**src/rtl/core_bus_arbiter_pkg.sv**
```systemverilog
// Shared types for the I/D to cache-bus arbiter.
package core_bus_arbiter_pkg;

  typedef enum logic [1:0] {IDLE, BUSY_I, BUSY_D} arb_state_t;
  typedef enum logic {GRANT_I, GRANT_D} grant_t;

  localparam logic [1:0] MSIZE_WORD = 2'b10;

  // Request fields captured at grant time and replayed onto the cache bus.
  typedef struct packed {
    logic        is_write;
    logic [31:0] addr;
    logic [1:0]  size;
    logic [3:0]  strobe;
    logic [31:0] data;
  } creq_t;

endpackage

```
**src/rtl/core_bus_arbiter_if.sv**
```systemverilog
// Instruction, data and downstream cache-bus signals of the arbiter.
interface core_bus_arbiter_if;
  logic        ireq_valid;
  logic [31:0] ireq_addr;
  logic        ireq_addr_ok;
  logic        iresp_data_ok;
  logic [31:0] iresp_data;

  logic        dreq_valid;
  logic [31:0] dreq_addr;
  logic [1:0]  dreq_size;
  logic [3:0]  dreq_strobe;
  logic [31:0] dreq_data;
  logic        dreq_addr_ok;
  logic        dresp_data_ok;
  logic [31:0] dresp_data;

  logic        creq_valid;
  logic        creq_is_write;
  logic [31:0] creq_addr;
  logic [1:0]  creq_size;
  logic [3:0]  creq_strobe;
  logic [31:0] creq_data;
  logic        cresp_ready;
  logic        cresp_last;
  logic [31:0] cresp_data;

  // Arbiter side.
  modport slave (
    input  ireq_valid, ireq_addr,
    output ireq_addr_ok, iresp_data_ok, iresp_data,
    input  dreq_valid, dreq_addr, dreq_size, dreq_strobe, dreq_data,
    output dreq_addr_ok, dresp_data_ok, dresp_data,
    output creq_valid, creq_is_write, creq_addr, creq_size, creq_strobe, creq_data,
    input  cresp_ready, cresp_last, cresp_data
  );

  // Core/cache side.
  modport master (
    output ireq_valid, ireq_addr,
    input  ireq_addr_ok, iresp_data_ok, iresp_data,
    output dreq_valid, dreq_addr, dreq_size, dreq_strobe, dreq_data,
    input  dreq_addr_ok, dresp_data_ok, dresp_data,
    input  creq_valid, creq_is_write, creq_addr, creq_size, creq_strobe, creq_data,
    output cresp_ready, cresp_last, cresp_data
  );
endinterface

```
**src/rtl/core_bus_grant.sv**
```systemverilog
// Combinational grant decision. ARB_ROUND_ROBIN_EN selects round-robin
// tie-break; otherwise D has priority unless I is starving.
module core_bus_grant
  import core_bus_arbiter_pkg::*;
(
  input  logic   ivalid_i,
  input  logic   dvalid_i,
  input  grant_t last_grant_i,
  input  logic   starve_i,
  output grant_t grant_o,
  output logic   grant_vld_o
);

`ifdef ARB_ROUND_ROBIN_EN
  logic unused_starve;
  assign unused_starve = starve_i;
`endif

  always_comb begin
    grant_vld_o = ivalid_i | dvalid_i;
    grant_o     = GRANT_I;
    if (ivalid_i && dvalid_i) begin
`ifdef ARB_ROUND_ROBIN_EN
      grant_o = (last_grant_i == GRANT_I) ? GRANT_D : GRANT_I;
`else
      grant_o = starve_i ? GRANT_I : GRANT_D;
`endif
    end else if (dvalid_i) begin
      grant_o = GRANT_D;
    end
  end

`ifndef ARB_ROUND_ROBIN_EN
  logic unused_last;
  assign unused_last = last_grant_i;
`endif

endmodule

```
**src/rtl/core_bus_arbiter.sv**
```systemverilog
// Arbitrates I and D requests onto one cache bus, one transaction at a time.
// Optional ARB_ROUND_ROBIN_EN replaces fixed priority with round-robin.
module core_bus_arbiter
  import core_bus_arbiter_pkg::*;
#(
  parameter int STARVE_LIMIT = 8
) (
  input  logic              clk,
  input  logic              reset,
  core_bus_arbiter_if.slave bus
);

  arb_state_t  state_q, state_d;
  creq_t       lat_q, lat_d;
  grant_t      last_grant_q, last_grant_d;
  logic [31:0] irdata_q, irdata_d, drdata_q, drdata_d;
  logic        iok_q, iok_d, dok_q, dok_d;
  grant_t      gnt;
  logic        gnt_vld, starve, done, take;

  core_bus_grant u_grant (
    .ivalid_i     (bus.ireq_valid),
    .dvalid_i     (bus.dreq_valid),
    .last_grant_i (last_grant_q),
    .starve_i     (starve),
    .grant_o      (gnt),
    .grant_vld_o  (gnt_vld)
  );

  assign done = bus.cresp_ready & bus.cresp_last;
  assign take = (state_q == IDLE) && gnt_vld;

`ifndef ARB_ROUND_ROBIN_EN
  localparam int CW = $clog2(STARVE_LIMIT + 1);
  logic [CW-1:0] starve_q, starve_d;

  assign starve = (starve_q == CW'(STARVE_LIMIT));

  // Counts only D grants that made a waiting I request lose.
  always_comb begin
    starve_d = starve_q;
    if (take) begin
      if (gnt == GRANT_I)                   starve_d = '0;
      else if (bus.ireq_valid && !starve)   starve_d = starve_q + 1'b1;
    end
  end

  always_ff @(posedge clk or posedge reset) begin
    if (reset) starve_q <= '0;
    else       starve_q <= starve_d;
  end
`else
  assign starve = 1'b0;
`endif

  always_comb begin
    state_d           = state_q;
    lat_d             = lat_q;
    last_grant_d      = last_grant_q;
    irdata_d          = irdata_q;
    drdata_d          = drdata_q;
    iok_d             = 1'b0;
    dok_d             = 1'b0;
    bus.ireq_addr_ok  = 1'b0;
    bus.dreq_addr_ok  = 1'b0;
    bus.creq_valid    = 1'b0;
    bus.creq_is_write = 1'b0;
    bus.creq_addr     = '0;
    bus.creq_size     = '0;
    bus.creq_strobe   = '0;
    bus.creq_data     = '0;

    if (state_q != IDLE) begin
      bus.creq_valid    = 1'b1;
      bus.creq_is_write = lat_q.is_write;
      bus.creq_addr     = lat_q.addr;
      bus.creq_size     = lat_q.size;
      bus.creq_strobe   = lat_q.strobe;
      bus.creq_data     = lat_q.data;
    end

    case (state_q)
      IDLE: begin
        if (gnt_vld) begin
          last_grant_d = gnt;
          if (gnt == GRANT_I) begin
            bus.ireq_addr_ok = ~reset;
            lat_d.is_write   = 1'b0;
            lat_d.addr       = bus.ireq_addr;
            lat_d.size       = MSIZE_WORD;
            lat_d.strobe     = 4'h0;
            lat_d.data       = 32'h0;
            state_d          = BUSY_I;
          end else begin
            bus.dreq_addr_ok = ~reset;
            lat_d.is_write   = |bus.dreq_strobe;
            lat_d.addr       = bus.dreq_addr;
            lat_d.size       = bus.dreq_size;
            lat_d.strobe     = bus.dreq_strobe;
            lat_d.data       = bus.dreq_data;
            state_d          = BUSY_D;
          end
        end
      end
      BUSY_I: if (done) begin
        irdata_d = bus.cresp_data;
        iok_d    = 1'b1;
        state_d  = IDLE;
      end
      BUSY_D: if (done) begin
        drdata_d = bus.cresp_data;
        dok_d    = 1'b1;
        state_d  = IDLE;
      end
      default: state_d = IDLE;
    endcase
  end

  always_ff @(posedge clk or posedge reset) begin
    if (reset) begin
      state_q      <= IDLE;
      lat_q        <= '0;
      last_grant_q <= GRANT_I;
      irdata_q     <= '0;
      drdata_q     <= '0;
      iok_q        <= 1'b0;
      dok_q        <= 1'b0;
    end else begin
      state_q      <= state_d;
      lat_q        <= lat_d;
      last_grant_q <= last_grant_d;
      irdata_q     <= irdata_d;
      drdata_q     <= drdata_d;
      iok_q        <= iok_d;
      dok_q        <= dok_d;
    end
  end

  assign bus.iresp_data_ok = iok_q;
  assign bus.iresp_data    = irdata_q;
  assign bus.dresp_data_ok = dok_q;
  assign bus.dresp_data    = drdata_q;

endmodule

```
**src/flat_wrapper.sv**
```systemverilog
// flat-port wrapper written by rule: the top's interface ports become plain ports
module core_bus_arbiter_flat import core_bus_arbiter_pkg::*;
#(
  parameter int STARVE_LIMIT = 8
)
  (clk, reset, bus_ireq_valid, bus_ireq_addr, bus_ireq_addr_ok, bus_iresp_data_ok, bus_iresp_data, bus_dreq_valid, bus_dreq_addr, bus_dreq_size, bus_dreq_strobe, bus_dreq_data, bus_dreq_addr_ok, bus_dresp_data_ok, bus_dresp_data, bus_creq_valid, bus_creq_is_write, bus_creq_addr, bus_creq_size, bus_creq_strobe, bus_creq_data, bus_cresp_ready, bus_cresp_last, bus_cresp_data);
  core_bus_arbiter_if bus_i ();
  input  logic clk;
  input  logic reset;
  input wire logic [$bits(bus_i.ireq_valid)-1:0] bus_ireq_valid;
  input wire logic [$bits(bus_i.ireq_addr)-1:0] bus_ireq_addr;
  output wire logic [$bits(bus_i.ireq_addr_ok)-1:0] bus_ireq_addr_ok;
  output wire logic [$bits(bus_i.iresp_data_ok)-1:0] bus_iresp_data_ok;
  output wire logic [$bits(bus_i.iresp_data)-1:0] bus_iresp_data;
  input wire logic [$bits(bus_i.dreq_valid)-1:0] bus_dreq_valid;
  input wire logic [$bits(bus_i.dreq_addr)-1:0] bus_dreq_addr;
  input wire logic [$bits(bus_i.dreq_size)-1:0] bus_dreq_size;
  input wire logic [$bits(bus_i.dreq_strobe)-1:0] bus_dreq_strobe;
  input wire logic [$bits(bus_i.dreq_data)-1:0] bus_dreq_data;
  output wire logic [$bits(bus_i.dreq_addr_ok)-1:0] bus_dreq_addr_ok;
  output wire logic [$bits(bus_i.dresp_data_ok)-1:0] bus_dresp_data_ok;
  output wire logic [$bits(bus_i.dresp_data)-1:0] bus_dresp_data;
  output wire logic [$bits(bus_i.creq_valid)-1:0] bus_creq_valid;
  output wire logic [$bits(bus_i.creq_is_write)-1:0] bus_creq_is_write;
  output wire logic [$bits(bus_i.creq_addr)-1:0] bus_creq_addr;
  output wire logic [$bits(bus_i.creq_size)-1:0] bus_creq_size;
  output wire logic [$bits(bus_i.creq_strobe)-1:0] bus_creq_strobe;
  output wire logic [$bits(bus_i.creq_data)-1:0] bus_creq_data;
  input wire logic [$bits(bus_i.cresp_ready)-1:0] bus_cresp_ready;
  input wire logic [$bits(bus_i.cresp_last)-1:0] bus_cresp_last;
  input wire logic [$bits(bus_i.cresp_data)-1:0] bus_cresp_data;
  assign bus_i.ireq_valid = bus_ireq_valid;
  assign bus_i.ireq_addr = bus_ireq_addr;
  assign bus_ireq_addr_ok = bus_i.ireq_addr_ok;
  assign bus_iresp_data_ok = bus_i.iresp_data_ok;
  assign bus_iresp_data = bus_i.iresp_data;
  assign bus_i.dreq_valid = bus_dreq_valid;
  assign bus_i.dreq_addr = bus_dreq_addr;
  assign bus_i.dreq_size = bus_dreq_size;
  assign bus_i.dreq_strobe = bus_dreq_strobe;
  assign bus_i.dreq_data = bus_dreq_data;
  assign bus_dreq_addr_ok = bus_i.dreq_addr_ok;
  assign bus_dresp_data_ok = bus_i.dresp_data_ok;
  assign bus_dresp_data = bus_i.dresp_data;
  assign bus_creq_valid = bus_i.creq_valid;
  assign bus_creq_is_write = bus_i.creq_is_write;
  assign bus_creq_addr = bus_i.creq_addr;
  assign bus_creq_size = bus_i.creq_size;
  assign bus_creq_strobe = bus_i.creq_strobe;
  assign bus_creq_data = bus_i.creq_data;
  assign bus_i.cresp_ready = bus_cresp_ready;
  assign bus_i.cresp_last = bus_cresp_last;
  assign bus_i.cresp_data = bus_cresp_data;
  core_bus_arbiter #(.STARVE_LIMIT(STARVE_LIMIT)) u_core (.clk(clk), .reset(reset), .bus(bus_i));
endmodule
```
**config.mk**
```make
export PLATFORM = sky130hd
export DESIGN_NAME = core_bus_arbiter_flat
export DESIGN_NICKNAME = d
export VERILOG_FILES = /design/src/rtl/core_bus_arbiter_pkg.sv /design/src/rtl/core_bus_arbiter_if.sv /design/src/rtl/core_bus_grant.sv /design/src/rtl/core_bus_arbiter.sv /design/src/flat_wrapper.sv
export SDC_FILE = /design/constraint.sdc
export NUM_CORES = 1
export LEC_CHECK = 0
export BUFFER_PORTS_ARGS = -buffer_cell sky130_fd_sc_hd__buf_2
export CORE_UTILIZATION = 45
export CTS_CLUSTER_DIAMETER = 150
export DETAILED_ROUTE_END_ITERATION = 10
export HOLD_SLACK_MARGIN = 0.12
export PLACE_DENSITY = 0.81
export SYNTH_ARGS = -nofsm -noshare
export SYNTH_HDL_FRONTEND = slang
export SYNTH_HIERARCHICAL = 1
export SYNTH_SLANG_ARGS = --single-unit
```
**constraint.sdc**
```tcl
create_clock -name clk -period 8.2 [get_ports clk]
set_input_delay 0.82 -clock clk [delete_from_list [all_inputs] [get_ports clk]]
set_output_delay 0.82 -clock clk [all_outputs]
set_load 0.01 [all_outputs]
```
# Yosys cells after proc, flatten, opt, wreduce, memory -nomap -nowiden
# Index checks and enable logic that the tools add are counted.
[word_totals]
regBits = 143
latch_bits = 0
ramBits = 0
romBits = 0
out_inout_bits = 140
wordCells = 59
memories = 0
[classes]
add_sub_neg = 1
n_mul = 0
n_div = 0
n_lt_le_gt_ge = 0
eq_ne = 6
n_shift = 0
n_mux = 25
bitwise = 3
n_reduce_logical = 13
[ops]
columns = ["cell", "count"]
rows = [
  ["$mux W71", 1],
  ["$mux W32", 2],
  ["$mux W1", 14],
  ["$mux W4", 3],
  ["$reduce_and A2 Y1", 5],
  ["$mux W2", 4],
  ["$add A4 B1 Y4 const B", 1],
  ["$eq A4 B4 Y1 const B", 1],
  ["$ne A2 B1 Y1 const B", 2],
  ["$pmux W2 S2", 1],
  ["$reduce_or A4 Y1", 1],
  ["$logic_and A1 B1 Y1", 3],
  ["$eq A2 B1 Y1 const B", 1],
  ["$eq A2 B2 Y1 const B", 1],
  ["$logic_not A2 Y1", 1],
  ["$ne A2 B2 Y1 const B", 1],
  ["$reduce_bool A2 Y1", 1],
  ["$reduce_or A2 Y1", 1],
  ["$and A1 B1 Y1", 1],
  ["$logic_not A1 Y1", 1],
  ["$not A1 Y1", 1],
  ["$or A1 B1 Y1", 1],
]

# Logic depth before layout (Yosys ltp)
# Gate-level depths: netlist of run 1.
[depth]
ltp_word = 6
ltp_mapped = 10
ltp_nobuf = 8

# Hierarchy
# The synthesis of run 1 kept the hierarchy.
[modules_own_cells]
columns = ["mod", "n_inst", "cells_each", "area_per_inst_um2", "seq_area_each_um2"]
rows = [
  ["core_bus_arbiter", 1, 582, 6347.3, 3603.5],
  ["core_bus_grant", 1, 2, 13.8, 0.0],
]

# Worst setup path after synthesis of run 1
# No wires, ideal clock.
[synth_timing]
path_kind = "input port to output port"
startpoint = "input port bus_dreq_valid"
endpoint = "output port bus_ireq_addr_ok"
arrival_time_ns = 1.796
setup_slack_ns = 5.584
path_stages = 5
n_path_buf = 2
cell_sequence = "or2_1 > nand2_2 > buf_2 > clkbuf_1 > nor3_1"
[synth_between]
elab_chain_cells = 5
word_cells_on_any_way = 7
classes_between = "mux (5); bitwise (1); reduce/logical (1)"
[synth_lines]
columns = ["item", "line", "text"]
rows = [
  ["from (decl)", "flat_wrapper.sv:15", "input wire logic [$bits(bus_i.dreq_valid)-1:0] bus_dreq_valid;"],
  ["$mux W1 / $logic_and A1 B1 Y1 (equally long branches)", "core_bus_grant.sv:28, core_bus_grant.sv:22", ""],
  ["$mux W1", "core_bus_grant.sv:22", "if (ivalid_i && dvalid_i) begin"],
  ["$mux W1", "core_bus_arbiter.sv:86", "if (gnt == GRANT_I) begin"],
  ["$mux W1 *", "core_bus_arbiter.sv:84", "if (gnt_vld) begin"],
  ["$mux W1 *", "core_bus_arbiter.sv:82", "case (state_q)"],
  ["to (decl)", "flat_wrapper.sv:12", "output wire logic [$bits(bus_i.ireq_addr_ok)-1:0] bus_ireq_addr_ok;"],
]
# Mark *: on every way between the ends. The rest lies on a longest branch, timed or not.

# Worst setup path after layout of run 1
[layout_timing]
startpoint = "input port bus_ireq_valid"
endpoint = "output port bus_ireq_addr_ok"
[layout_between]
word_cells_on_any_way = 6
classes_between = "mux (4); bitwise (1); reduce/logical (1)"
[layout_rtl]
columns = ["item", "line", "text"]
rows = [
  ["from (decl)", "flat_wrapper.sv:10", "input wire logic [$bits(bus_i.ireq_valid)-1:0] bus_ireq_valid;"],
  ["$or A1 B1 Y1", "core_bus_grant.sv:20", "grant_vld_o = ivalid_i | dvalid_i;"],
  ["net u_core.gnt_vld", "core_bus_arbiter.sv:19", "logic gnt_vld, starve, done, take;"],
  ["$mux W1", "core_bus_arbiter.sv:84", ""],
  ["$mux W1", "core_bus_arbiter.sv:82", ""],
]
# The timed path passes the listed nets, and every way through them passes these cells.

==> results of run 1 <==
==> worst max-delay path by stage <==
stage | start | to | slack [ps] | cells past startpoint
final | bus_ireq_valid | bus_ireq_addr_ok | 5060 | 5
after global routing | u_core/state_q[1]$_DFFE_PP0P_ | bus_dreq_addr_ok | 4880 | 7
after CTS | u_core/state_q[0]$_DFFE_PP0P_ | bus_dreq_addr_ok | 4990 | 7
after detailed placement | bus_ireq_valid | bus_ireq_addr_ok | 5020 | 5
after global placement | bus_ireq_valid | bus_ireq_addr_ok | 5020 | 5
after floorplan | reset | u_core/bus.dresp_data[0]$_DFFE_PP0P_ | 3540 | 1
==> metrics by stage <==
| stage | utilization, % | instance area, um^2 | hold WS [ps] |
|---|---|---|---|
| floorplan | - | 6330 | 431 |
| global placement | 58.3 | 7840 | 441 |
| detailed placement | 58.3 | 7840 | 447 |
| CTS | 62.3 | 8390 | 460 |
| global route | 62.3 | 8390 | 471 |
| finish | 62.3 | 8390 | 456 |
==> per-layer routing <==
layer	wire, um	share of wire, %	GRT usage (%)	up-vias
met4	233	1.5	7.41	0
met3	1120	7.3	7.41	18
met5	0	0	0	-
li1	-	-	-	2466
met1	6540	42	26.8	2350
met2	7560	49	35.7	189
==> cells in the final DEF, fill, tap and decap left out, types with 2 or more instances in the layout <==
cell / instances
nor2_1: 2
mux2i_1: 32
o21ai_0: 37
ha_1: 4
a21boi_0: 2
mux2_2: 64
a31oi_1: 2
clkbuf_16: 17
nor2b_1: 72
nand4_1: 2
inv_1: 9
buf_2: 279
nand3_1: 41
inv_6: 3
dfrtp_1: 143
clkinvlp_4: 4
nand2_1: 113
clkinv_4: 2
buf_4: 6
clkinv_2: 4
==> power by group <==
part	total [uW]	switching [uW]	internal (uW)
Sequential	1190	156	1030
Clock	707	293	415
Combinational	1190	664	521
Total	3080	1110	1970
==> final cells by class <==
cell class                 instances  area, um^2  area share [%]
clock buffer                      18         429            5.12
tap                              176         220            2.63
timing repair buffer             285        1440            17.2
sequential                       143        3580            42.7
clock inverter                    13         115            1.37
inverter                          10        42.5           0.507
multi-input combinational        389        2560            30.5
==> registers in the layout, summed over array words and instances (netlist names) <==
signal                    count
u_core/lat_q                 71
u_core/bus.dresp_data        32
u_core/bus.iresp_data        32
u_core/starve_q               4
u_core/state_q                2
u_core/bus.dresp_data_ok      1
u_core/bus.iresp_data_ok      1
==> worst reg2reg max path: stages, from the launching register on <==
cell	delay (ps)
dfrtp_1	410
inv_1	80
ha_1	190
nand3b_1	190
inv_1	110
a21boi_4	440
buf_4	760
and3_1	300
and4_1	200
a211o_1	90
==> impl_metrics.toml, run 1 <==
[placement]
dp_hpwl_mm = 10.8
portBuffers = 279
place_inst = 1003
pre_cts_ws_ps = 5020
gp_congestion = 0.781

[global_route]
first_global_vias = 4819
grt_pass1_wl_mm = 24.3
grtUsageTotal_pct = 21.8
antenna_found_initial = 0
grt_max_degree = 108
grt.overflow.total = 0

[sta]
min_period_ps = 3140
relSlewSlack_pct = 31.6
period_share_pct = 38.3
slew_viol_final = 0
fin_skew_ps = 8.44
finalSetupTns_ps = 0
setup_viol = 0
worst_pin_slew_ps = 1030
fmax_ghz = 0.319
finalHoldViolations = 0
setup_ws_ps = 5060
grt_setup_unrepaired = "no"

[floorplanning]
coreArea_um2 = 13500
die_width_um = 121
die_area_um2 = 14500
die_h_um = 121
initial_utilization_pct = 47.0
rows = 42
io_pins = 280

[clock_tree]
clock-sinks = 143
cts-resized-gates = 0
clk_pin_slew_ps = 50
cts_root_buf = "clkbuf_16"
postCtsSetupRepairBufs = 0
ctsHtreeMaxLevel = 4
clock_latency_ps = 410
ctsHoldBuffers = 0
cts_tree = "done"
cts_buffers = 17
cts_max_path_buffers = 2

[worst_setup_path]
crit_type = "in2out"
crit_family = "simple AND/OR/NAND/NOR gates"
cp_slowest_stage_delay_ps = 520
startpoint_type = "input pin"
reg2reg_slack_ps = 5350
worstPathMaxFanout = 107
cp_common_cell = "buf_2"
r2r_start = "u_core/starve_q[0]$_DFFE_PP0P_"
end_kind = "primary output"
arrival_ps = 2320
reg2reg_depth = 9
crit_chain = "buf_2, or2_1, nand2_4, nor3_1, buf_2"
crit_path_top_delay_cell = "nand2_4"
rr_endpoint = "u_core/starve_q[0]$_DFFE_PP0P_"
crit_required_ps = 7380
critical_path_buf_inv_count = 2

[synthesis]
syn_area_um2 = 6330
yosysWarningCount = 6
syn_avg_cell_area_um2 = 10.9
synth_nets = 726
syn_inst = 581

[detailed_routing]
wirelength_mm = 15.5
drtIter0Drc = 197
drt-vias-per-instance = 4.86
dr.pass1.iters = 6
ant_nets = 0
wl_per_cell_um = 14.9
vias = 5023
drc = 0

[worst_hold_path]
min_to = "u_core/lat_q[22]$_DFFE_PP0P_"
hp-start = "u_core/lat_q[22]$_DFFE_PP0P_"
hold_depth = 2
worstHoldPathType = "reg2reg"

[job]
cap_violations = 0

[power]
peakVddDrop_mv = 0.184
finalPower_uw = 3080
power_density_nw_per_um2 = 368
leakage_uw = 0.00450

[finish]
layout-drive-gt1-share_pct = 44.6
final_cells = 1034
final_nets = 991
antenna_cells = 0
n_fill_cell = 1144
area_growth_pct = 32.5

[status]
status = "finished clean"
(Power assumes the default switching activity.)
==> inputs of run 2 (changes only) <==
==> constraint.sdc (replaced) <==
create_clock -name clk -period 3.15 [get_ports clk]
set_input_delay 0.315 -clock clk [delete_from_list [all_inputs] [get_ports clk]]
set_output_delay 0.315 -clock clk [all_outputs]
set_load 0.01 [all_outputs]
==> impl_metrics.toml, run 2 (same netlist as run 1, synthesis figures left out) <==
[worst_hold_path]
worstHoldPathType = "in2async"

[sta]
period_share_pct = 82.0
grt_setup_unrepaired = "no"
finalHoldViolations = 0
finalSetupTns_ps = 0
min_period_ps = 2580
worst_pin_slew_ps = 789
setup_viol = 0
fmax_ghz = 0.387
fin_skew_ps = 13.6
slew_viol_final = 0
relSlewSlack_pct = 47.4

[worst_setup_path]
worstPathMaxFanout = 22
crit_required_ps = 2830
crit_type = "reg2out"
arrival_ps = 2270
end_kind = "primary output"
startpoint_type = "register"

[floorplanning]
die_width_um = 121
io_pins = 280
coreArea_um2 = 13500
initial_utilization_pct = 47.0
die_area_um2 = 14500
die_h_um = 121
rows = 42

[clock_tree]
ctsHtreeMaxLevel = 4
cts_buffers = 17
clk_pin_slew_ps = 60
cts_max_path_buffers = 2
cts_tree = "done"
clock-sinks = 143
ctsHoldBuffers = 7
cts-resized-gates = 0
cts_root_buf = "clkbuf_16"
postCtsSetupRepairBufs = 0
clock_latency_ps = 420

[detailed_routing]
wl_per_cell_um = 14.8
drc = 0
ant_nets = 0
drt-vias-per-instance = 4.87
dr.pass1.iters = 4
drtIter0Drc = 202
wirelength_mm = 15.5
vias = 5099

[power]
peakVddDrop_mv = 0.494
power_density_nw_per_um2 = 946
leakage_uw = 0.00457

[placement]
portBuffers = 279
place_area_um2 = 7920
gp_congestion = 0.827
dp_hpwl_mm = 11.0

[global_route]
antenna_found_initial = 0
first_global_vias = 4936
grt_max_degree = 144
grt_pass1_wl_mm = 24.6
grtUsageTotal_pct = 21.9
grt.overflow.total = 0

[finish]
stdcell_area_um2 = 8530
area_growth_pct = 34.8
final_nets = 1005
layout-drive-gt1-share_pct = 44.7
final_common_cell = "buf_2"
top_register = "u_core/lat_q"
largest_register_ffs = 71
final_cell_mix = "buf_2 (279), dfrtp_1 (143), nand2_1 (113)"
antenna_cells = 0

[job]
cap_violations = 0

[status]
status = "finished clean"
run 2: cell types whose count changed in the layout (fill, tap and decap cells not counted), sizes merged:
| cell | change |
|---|---|
| buf | +7 |
| clkinv | +1 |
| dlygate4sd3 | +7 |
| inv | -1 |
run 2: layout make-up:
class / count / area (um^2)
Multi-Input combinational cell: 389 / 2560
Clock inverter: 13 / 116
Inverter: 10 / 41.3
Timing Repair Buffer: 299 / 1590
Tap cell: 176 / 220
Fill cell: 1087 / 4920
Clock buffer: 18 / 429
Sequential cell: 143 / 3580
run 2: final timing paths:
| kind | from | end | slack, ps | depth (start not counted) |
|---|---|---|---|---|
| worst max register to register | u_core/starve_q[0]$_DFFE_PP0P_ | u_core/lat_q[59]$_DFFE_PP0P_ | 860 | 8 |
| worst min-delay path | reset | u_core/lat_q[6]$_DFFE_PP0P_ | 90 | 3 |
| min in group clk | bus_dreq_data[10] | u_core/lat_q[10]$_DFFE_PP0P_ | 140 | 3 |
| worst min register to register | u_core/lat_q[31]$_DFFE_PP0P_ | u_core/lat_q[31]$_DFFE_PP0P_ | 460 | 2 |
| max in group asynchronous | reset | u_core/bus.iresp_data[16]$_DFFE_PP0P_ | 2420 | 3 |
| worst max-delay path | u_core/starve_q[0]$_DFFE_PP0P_ | bus_dreq_addr_ok | 570 | 8 |
run 2: per-stage QoR:
step / setup slack [ps] / cells / hold slack, ps / utilization, % / total power, uW
after global routing: 392 / 1048 / 126 / 63.4 / 8640
after global placement: 979 / 1010 / 441 / 58.9 / 6180
final: 567 / 1048 / 91.7 / 63.4 / 8070
after detailed placement: 877 / 1010 / 447 / 58.9 / 6280
after floorplan: 1040 / 581 / 431 / - / 5000
after CTS: 571 / 1048 / 122 / 63.4 / 8160
run 2: worst max-delay path, stage by stage, from the launching register on:
cell      delay (ps)
dfrtp_1          410
inv_1             80
ha_1             190
nand3b_1         180
inv_1            110
a21boi_4         540
nand2_1          100
nor2_1           100
buf_2            130
run 2: report_power, final:
part	switching (uW)	internal (uW)
Combinational	1730	1410
Clock	769	1080
Sequential	393	2690
Total	2890	5180
run 2: per-layer routing:
layer	global-route usage (%)	wire, um	vias to the layer above
met5	0	0	-
met4	7.25	224	0
met3	6.89	1080	18
met2	37.0	7670	186
met1	26.5	6560	2390
li1	-	-	2505
